[src/rtl/game_state_controller_pkg.sv]
// Shared constants for the Frogger game-flow controller.
// Holds the state encodings, the default timing and lives parameters, and a
// helper that sizes the counters.
package game_state_controller_pkg;

    // Encodings are also driven out on o_State for the debug LEDs.
    typedef enum logic [2:0] {
        StIdle     = 3'd0,
        StRunning  = 3'd1,
        StDying    = 3'd2,
        StGameOver = 3'd3,
        StWin      = 3'd4
    } game_state_e;

    localparam int unsigned LivesIniDefault    = 3;
    localparam int unsigned DeathCyclesDefault = 25_000_000;  // 1 s at 25 MHz
    localparam int unsigned BlinkCyclesDefault = 3_125_000;
    localparam int unsigned MaxScoreDefault    = 9;

    // Width of a counter running 0..limit-1. The result is at least 1 bit so that a
    // limit of 1 still gives a legal vector.
    function automatic int unsigned cnt_width(input int unsigned limit);
        return (limit > 1) ? $clog2(limit) : 1;
    endfunction

endpackage

[src/rtl/game_state_controller_edge_detect.sv]
// Rising-edge detector.
// The previous-value register has a configurable reset value. With ResetVal = 1,
// an input that is already high when reset is released produces no pulse.
// Ports:
//   i_Clk, i_Reset : clock, synchronous active-high reset
//   i_Sig          : level input
//   o_Rise         : high in the cycle i_Sig is high after having been low
module game_state_controller_edge_detect #(
    parameter bit ResetVal = 1'b0
) (
    input  logic i_Clk,
    input  logic i_Reset,
    input  logic i_Sig,
    output logic o_Rise
);

    logic prev_q;

    always_ff @(posedge i_Clk) begin
        if (i_Reset) begin
            prev_q <= ResetVal;
        end else begin
            prev_q <= i_Sig;
        end
    end

    assign o_Rise = i_Sig & ~prev_q;

endmodule

[src/rtl/game_state_controller.sv]
// Game-flow controller for Frogger: IDLE -> RUNNING -> DYING -> (RUNNING | GAME_OVER),
// and RUNNING -> WIN. It tracks lives, times the death/blink phase, and holds the
// game-over and win screens until the next start edge.
// Ports:
//   i_Clk, i_Reset   : 25 MHz clock, synchronous active-high reset
//   i_All_Switch     : AND of the debounced switches; its rising edge is "start"
//   i_Has_Collided   : collision level from Collisions
//   i_Level_Up       : one-cycle pulse when the frog reaches the top
//   i_Score          : current score
//   o_Game_Active    : high in RUNNING only
//   o_Frog_Respawn   : one-cycle pulse in the first cycle of RUNNING
//   o_Frog_Visible   : frog sprite enable (blinks while DYING)
//   o_Lives          : remaining lives
//   o_Game_Over      : high in GAME_OVER
//   o_State          : state encoding
module game_state_controller
    import game_state_controller_pkg::*;
#(
    parameter int unsigned C_LIVES_INI    = LivesIniDefault,
    parameter int unsigned C_DEATH_CYCLES = DeathCyclesDefault,
    parameter int unsigned C_BLINK_CYCLES = BlinkCyclesDefault,
    parameter int unsigned C_MAX_SCORE    = MaxScoreDefault
) (
    input  logic       i_Clk,
    input  logic       i_Reset,
    input  logic       i_All_Switch,
    input  logic       i_Has_Collided,
    input  logic       i_Level_Up,
    input  logic [3:0] i_Score,
    output logic       o_Game_Active,
    output logic       o_Frog_Respawn,
    output logic       o_Frog_Visible,
    output logic [1:0] o_Lives,
    output logic       o_Game_Over,
    output logic [2:0] o_State
);

    localparam int unsigned DeathW = cnt_width(C_DEATH_CYCLES);
    localparam int unsigned BlinkW = cnt_width(C_BLINK_CYCLES);

    localparam logic [DeathW-1:0] DeathLast = DeathW'(C_DEATH_CYCLES - 1);
    localparam logic [BlinkW-1:0] BlinkLast = BlinkW'(C_BLINK_CYCLES - 1);
    localparam logic [1:0]        LivesIni  = 2'(C_LIVES_INI);
    localparam logic [3:0]        MaxScore  = 4'(C_MAX_SCORE);

    game_state_e       state_q, state_d;
    logic [1:0]        lives_q, lives_d;
    logic [DeathW-1:0] death_cnt_q, death_cnt_d;
    logic [BlinkW-1:0] blink_cnt_q, blink_cnt_d;
    logic              respawn_q, respawn_d;
    logic              visible_q, visible_d;
    logic              start;

    // Previous-value reset of 1: switches held through reset never count as a start.
    game_state_controller_edge_detect #(
        .ResetVal (1'b1)
    ) u_start_edge (
        .i_Clk   (i_Clk),
        .i_Reset (i_Reset),
        .i_Sig   (i_All_Switch),
        .o_Rise  (start)
    );

    always_comb begin
        state_d     = state_q;
        lives_d     = lives_q;
        death_cnt_d = death_cnt_q;
        blink_cnt_d = blink_cnt_q;
        respawn_d   = 1'b0;
        visible_d   = visible_q;

        unique case (state_q)
            StIdle: begin
                lives_d   = LivesIni;
                visible_d = 1'b1;
                if (start) begin
                    state_d   = StRunning;
                    respawn_d = 1'b1;
                end
            end

            StRunning: begin
                // Collision has priority over a winning level-up in the same cycle.
                if (i_Has_Collided) begin
                    state_d     = StDying;
                    lives_d     = (lives_q == 2'd0) ? 2'd0 : lives_q - 2'd1;
                    death_cnt_d = '0;
                    blink_cnt_d = '0;
                    visible_d   = 1'b0;
                end else if (i_Level_Up && (i_Score >= MaxScore)) begin
                    state_d   = StWin;
                    visible_d = 1'b1;
                end
            end

            StDying: begin
                if (death_cnt_q == DeathLast) begin
                    death_cnt_d = '0;
                    blink_cnt_d = '0;
                    visible_d   = 1'b1;
                    if (lives_q == 2'd0) begin
                        state_d = StGameOver;
                    end else begin
                        state_d   = StRunning;
                        respawn_d = 1'b1;
                    end
                end else begin
                    death_cnt_d = death_cnt_q + DeathW'(1);
                    if (blink_cnt_q == BlinkLast) begin
                        blink_cnt_d = '0;
                        visible_d   = ~visible_q;
                    end else begin
                        blink_cnt_d = blink_cnt_q + BlinkW'(1);
                    end
                end
            end

            StGameOver, StWin: begin
                visible_d = 1'b1;
                if (start) begin
                    state_d = StIdle;
                    // Reload on the transition so the first IDLE cycle already shows full lives.
                    lives_d = LivesIni;
                end
            end

            default: begin
                state_d = StIdle;
            end
        endcase
    end

    always_ff @(posedge i_Clk) begin
        if (i_Reset) begin
            state_q     <= StIdle;
            lives_q     <= LivesIni;
            death_cnt_q <= '0;
            blink_cnt_q <= '0;
            respawn_q   <= 1'b0;
            visible_q   <= 1'b1;
        end else begin
            state_q     <= state_d;
            lives_q     <= lives_d;
            death_cnt_q <= death_cnt_d;
            blink_cnt_q <= blink_cnt_d;
            respawn_q   <= respawn_d;
            visible_q   <= visible_d;
        end
    end

    assign o_Game_Active  = (state_q == StRunning);
    assign o_Game_Over    = (state_q == StGameOver);
    assign o_Frog_Respawn = respawn_q;
    assign o_Frog_Visible = visible_q;
    assign o_Lives        = lives_q;
    assign o_State        = state_q;

endmodule
[config.mk]
export PLATFORM = sky130hd
export DESIGN_NAME = game_state_controller
export DESIGN_NICKNAME = d
export VERILOG_FILES = /design/src/rtl/game_state_controller_pkg.sv /design/src/rtl/game_state_controller_edge_detect.sv /design/src/rtl/game_state_controller.sv
export SDC_FILE = /design/constraint.sdc
export NUM_CORES = 1
export LEC_CHECK = 0
export CAP_MARGIN = 15
export CORE_UTILIZATION = 53
export DETAILED_ROUTE_END_ITERATION = 6
export GPL_ROUTABILITY_DRIVEN = 0
export PLACE_DENSITY = 0.75
export SLEW_MARGIN = 10
export SYNTH_ARGS = -nofsm -noshare
export SYNTH_HDL_FRONTEND = slang
export SYNTH_SLANG_ARGS = --single-unit
[constraint.sdc]
create_clock -name i_Clk -period 1.95 [get_ports i_Clk]
set_clock_uncertainty 0.05 [all_clocks]
set_input_delay 0.39 -clock i_Clk [delete_from_list [all_inputs] [get_ports i_Clk]]
set_output_delay 0.39 -clock i_Clk [all_outputs]
set_load 0.005 [all_outputs]
==> metrics <==
outcome=completed; largest net degree at the start of global routing=26; minimum clock period=1.90 ns; Worst VDD drop=between 0.3 and 0.4 mV; grt ovf=0; post-route clock period utilization=between 90% and 100%; Pleak=approximately 1.4 nW; worst min-delay path category=register to register; Clock Latency Late Sink=about 0.31 ns; I/O Buffers=17; clk root buf=clkbuf_8; Synth async-reset ratio=0%; layout cell share with drive strength beyond 1=21.0%; # IOs=18; crit path DAT=about 2.1 ns; via/cell ratio=a little under 6; Worst-path clk slew=roughly 0.10 ns; fin util=between 70 and 80%; Layout fillers=400; initial drt markers=approximately 140; post-synthesis instance total=between 300 and 400; total power=0.00202 W; final net count=around 440; Vias=approximately 3000; Max-cap violations=0; post-route ant nets=0; CP Launch Type=register; critical path class=register to register; Die Span X=around 77 µm; CP Capture Type=register; post-synth net total=378; diode count=0; non-filler cells, final=~500; CTS tree=done; DRC Markers=0; design area=~3800 µm²; Initial Utilization=56.7%; Slew HR=68.8%; Slew @ Worst Pin=roughly 0.46 ns; number of global-route vias before repair=roughly 2800; DP HPWL=between 5000 and 6000 µm; Clock Sinks=55; post-route setup TNS=0 ns; Max Slew Vio Count=0; first-pass GRT wire length=about 12000 µm; YS warnings=0; Yosys reg bits=55; Final Setup Violations=0; die area=5910 µm²; DIE HEIGHT=approximately 77 µm; P per Cell Area=approximately 530 nW/µm²; area delta synth->final=27.2%; row count=26; crit path max fanout=10; number of buffers created by CTS=5; sequential element share of the synthesized area=between 30% and 40%; ys flop type=dfxtp_1; initial antenna violation count=0; number of hold buffers added after CTS=0; Distinct cells, synth=a little under 60; Post-Synthesis Cell Area=about 3000 µm²; Clock Tree Buf Depth=2; area post-placement=~3500 µm²; core area=between 5000 and 6000 µm²; routed len/inst=around 15 µm; Final Hold Fails=0; WL final=about 7400 µm; Yosys top cell by area=dfxtp_1; fmax=approximately 0.53 GHz; Synth area leaders=dfxtp_1, nor2_1, nand2_1; Post-synth EDFFs=0; Global Route Usage Sum=25.4%; 1st-pass router iterations=4; WP data required=~2.1 ns; CTS H-tree depth=2; share of the synthesized area in the top cell type=between 30% and 40%; Placed Cells=between 400 and 500; RSZ-0062 raised after global routing=true; Syn Area/Cell=8.12 µm²
[metal layers]
| layer | GRT usage [%] | up-vias | part of all wire, % |
|---|---|---|---|
| met5 | 0 | - | 0 |
| met3 | 4.40 | 12 | 4.6 |
| met2 | 44.2 | 74 | 49 |
| met4 | 10.6 | 0 | 1.7 |
| li1 | - | 1468 | - |
| met1 | 30.7 | 1387 | 45 |
[what timing repair did]
item	in CTS	in global routing
pin swaps	1	3
endpoints found under the setup margin	26	43
buffers inserted	3	2
gates resized for setup	7	21
endpoints found under the hold margin	0	0
gates cloned	0	2
[metrics by stage]
stage          setup WS [ns]  hold slack [ns]
2_1_floorplan         0.0183            0.381
3_3_place_gp         -0.0849            0.404
3_5_place_dp          -0.132            0.407
4_1_cts              0.00243            0.426
5_1_grt              -0.0368            0.454
6_report              0.0454            0.422
[synth_stat cells, types with 2 or more instances]
library cell and number:
dfxtp_1 55, nor2_1 48, nand2_1 35, a21oi_1 23
nand3_1 23, a31oi_1 17, nand4_1 12, xnor2_1 12
clkbuf_1 9, o21ai_0 9, nor3_1 8, xor2_1 8
a211oi_1 7, inv_1 7, and3_1 6, buf_2 5
nand2b_1 5, nor4_1 5, o21ai_1 5, and2_1 4
and4_1 4, buf_4 4, a41oi_1 3, ha_1 3
mux2i_1 3, nand3b_1 3, nor4b_1 3, or3_1 3
nand4_2 2, nand4bb_1 2, nor2b_1 2, nor4_4 2
o2111ai_1 2, o22ai_1 2, or3b_1 2
[cell families after synthesis]
logic type	after synthesis	share of synthesized area [%]
flip-flops	55	37.1
XOR/XNOR	20	5.90
buffers and inverters	26	4.25
multiplexers	3	1.01
AO/OA/AOI/OAI	81	17.5
adder cells (fa/ha/maj)	3	1.26
AND/OR/NAND/NOR	178	33.0
[final timing paths]
| kind | from | end | slack (ns) | cells after the start |
|---|---|---|---|---|
| setup / recovery | blink_cnt_q[21] | blink_cnt_q[3] | 0.05 | 6 |
| hold / removal | death_cnt_q[14] | death_cnt_q[14] | 0.42 | 1 |
| setup reg to reg | blink_cnt_q[21] | blink_cnt_q[3] | 0.05 | 6 |
| hold reg to reg | death_cnt_q[14] | death_cnt_q[14] | 0.42 | 1 |
[area by class of cell]
type,instances,area (µm²),share of cell area (%)
timing repair buffer,73,637,16.9
clock inverter,1,8.76,0.232
tap,70,87.6,2.32
clock buffer,7,86.3,2.28
inverter,7,26.3,0.695
multi-input combinational,285,1830,48.3
sequential,55,1110,29.3
[power breakdown]
| group | switching (W) | internal (W) | leakage, nW |
|---|---|---|---|
| clock network | 0.000373 | 0.000292 | 0.0484 |
| registers | 0.0000101 | 0.00113 | 0.446 |
| logic | 0.000109 | 0.0000986 | 0.887 |
| total | 0.000492 | 0.00152 | 1.38 |
[critical path, stage by stage (launching register included)]
cell and delay, ns:
dfxtp_1 0.38, nor4bb_1 0.31, nand3_1 0.11, or4_4 0.48
a21oi_2 0.24, buf_6 0.18, nor2_1 0.06
[registers in the layout (all words and copies together) (netlist names)]
name / count
blink_cnt_q: 22
death_cnt_q: 25
o_Frog_Respawn: 1
o_Frog_Visible: 1
o_Lives: 2
o_State: 3
u_start_edge.prev_q: 1
[placed cells by master, fill, tap and decap left out, types with 4 or more instances in the layout]
cell type        Yosys  routed
nor4_1               5       4
a21oi_1             23      22
clkdlybuf4s50_1      0      15
nor3_1               8       8
nand4_1             12      12
nand3_1             23      22
and4_1               4       4
o21ai_1              5       5
and3_1               6       6
nand2_1             35      34
xnor2_1             12      12
o21ai_0              9       9
a211oi_1             7       6
buf_4                4      49
a31oi_1             17      17
dfxtp_1             55      50
xor2_1               8       8
nand2b_1             5       5
clkbuf_8             0       6
dfxtp_2              0       5
buf_6                1       5
inv_1                7       6
and2_1               4       4
nor2_1              48      48
Power figures use the tool's default switching activity.
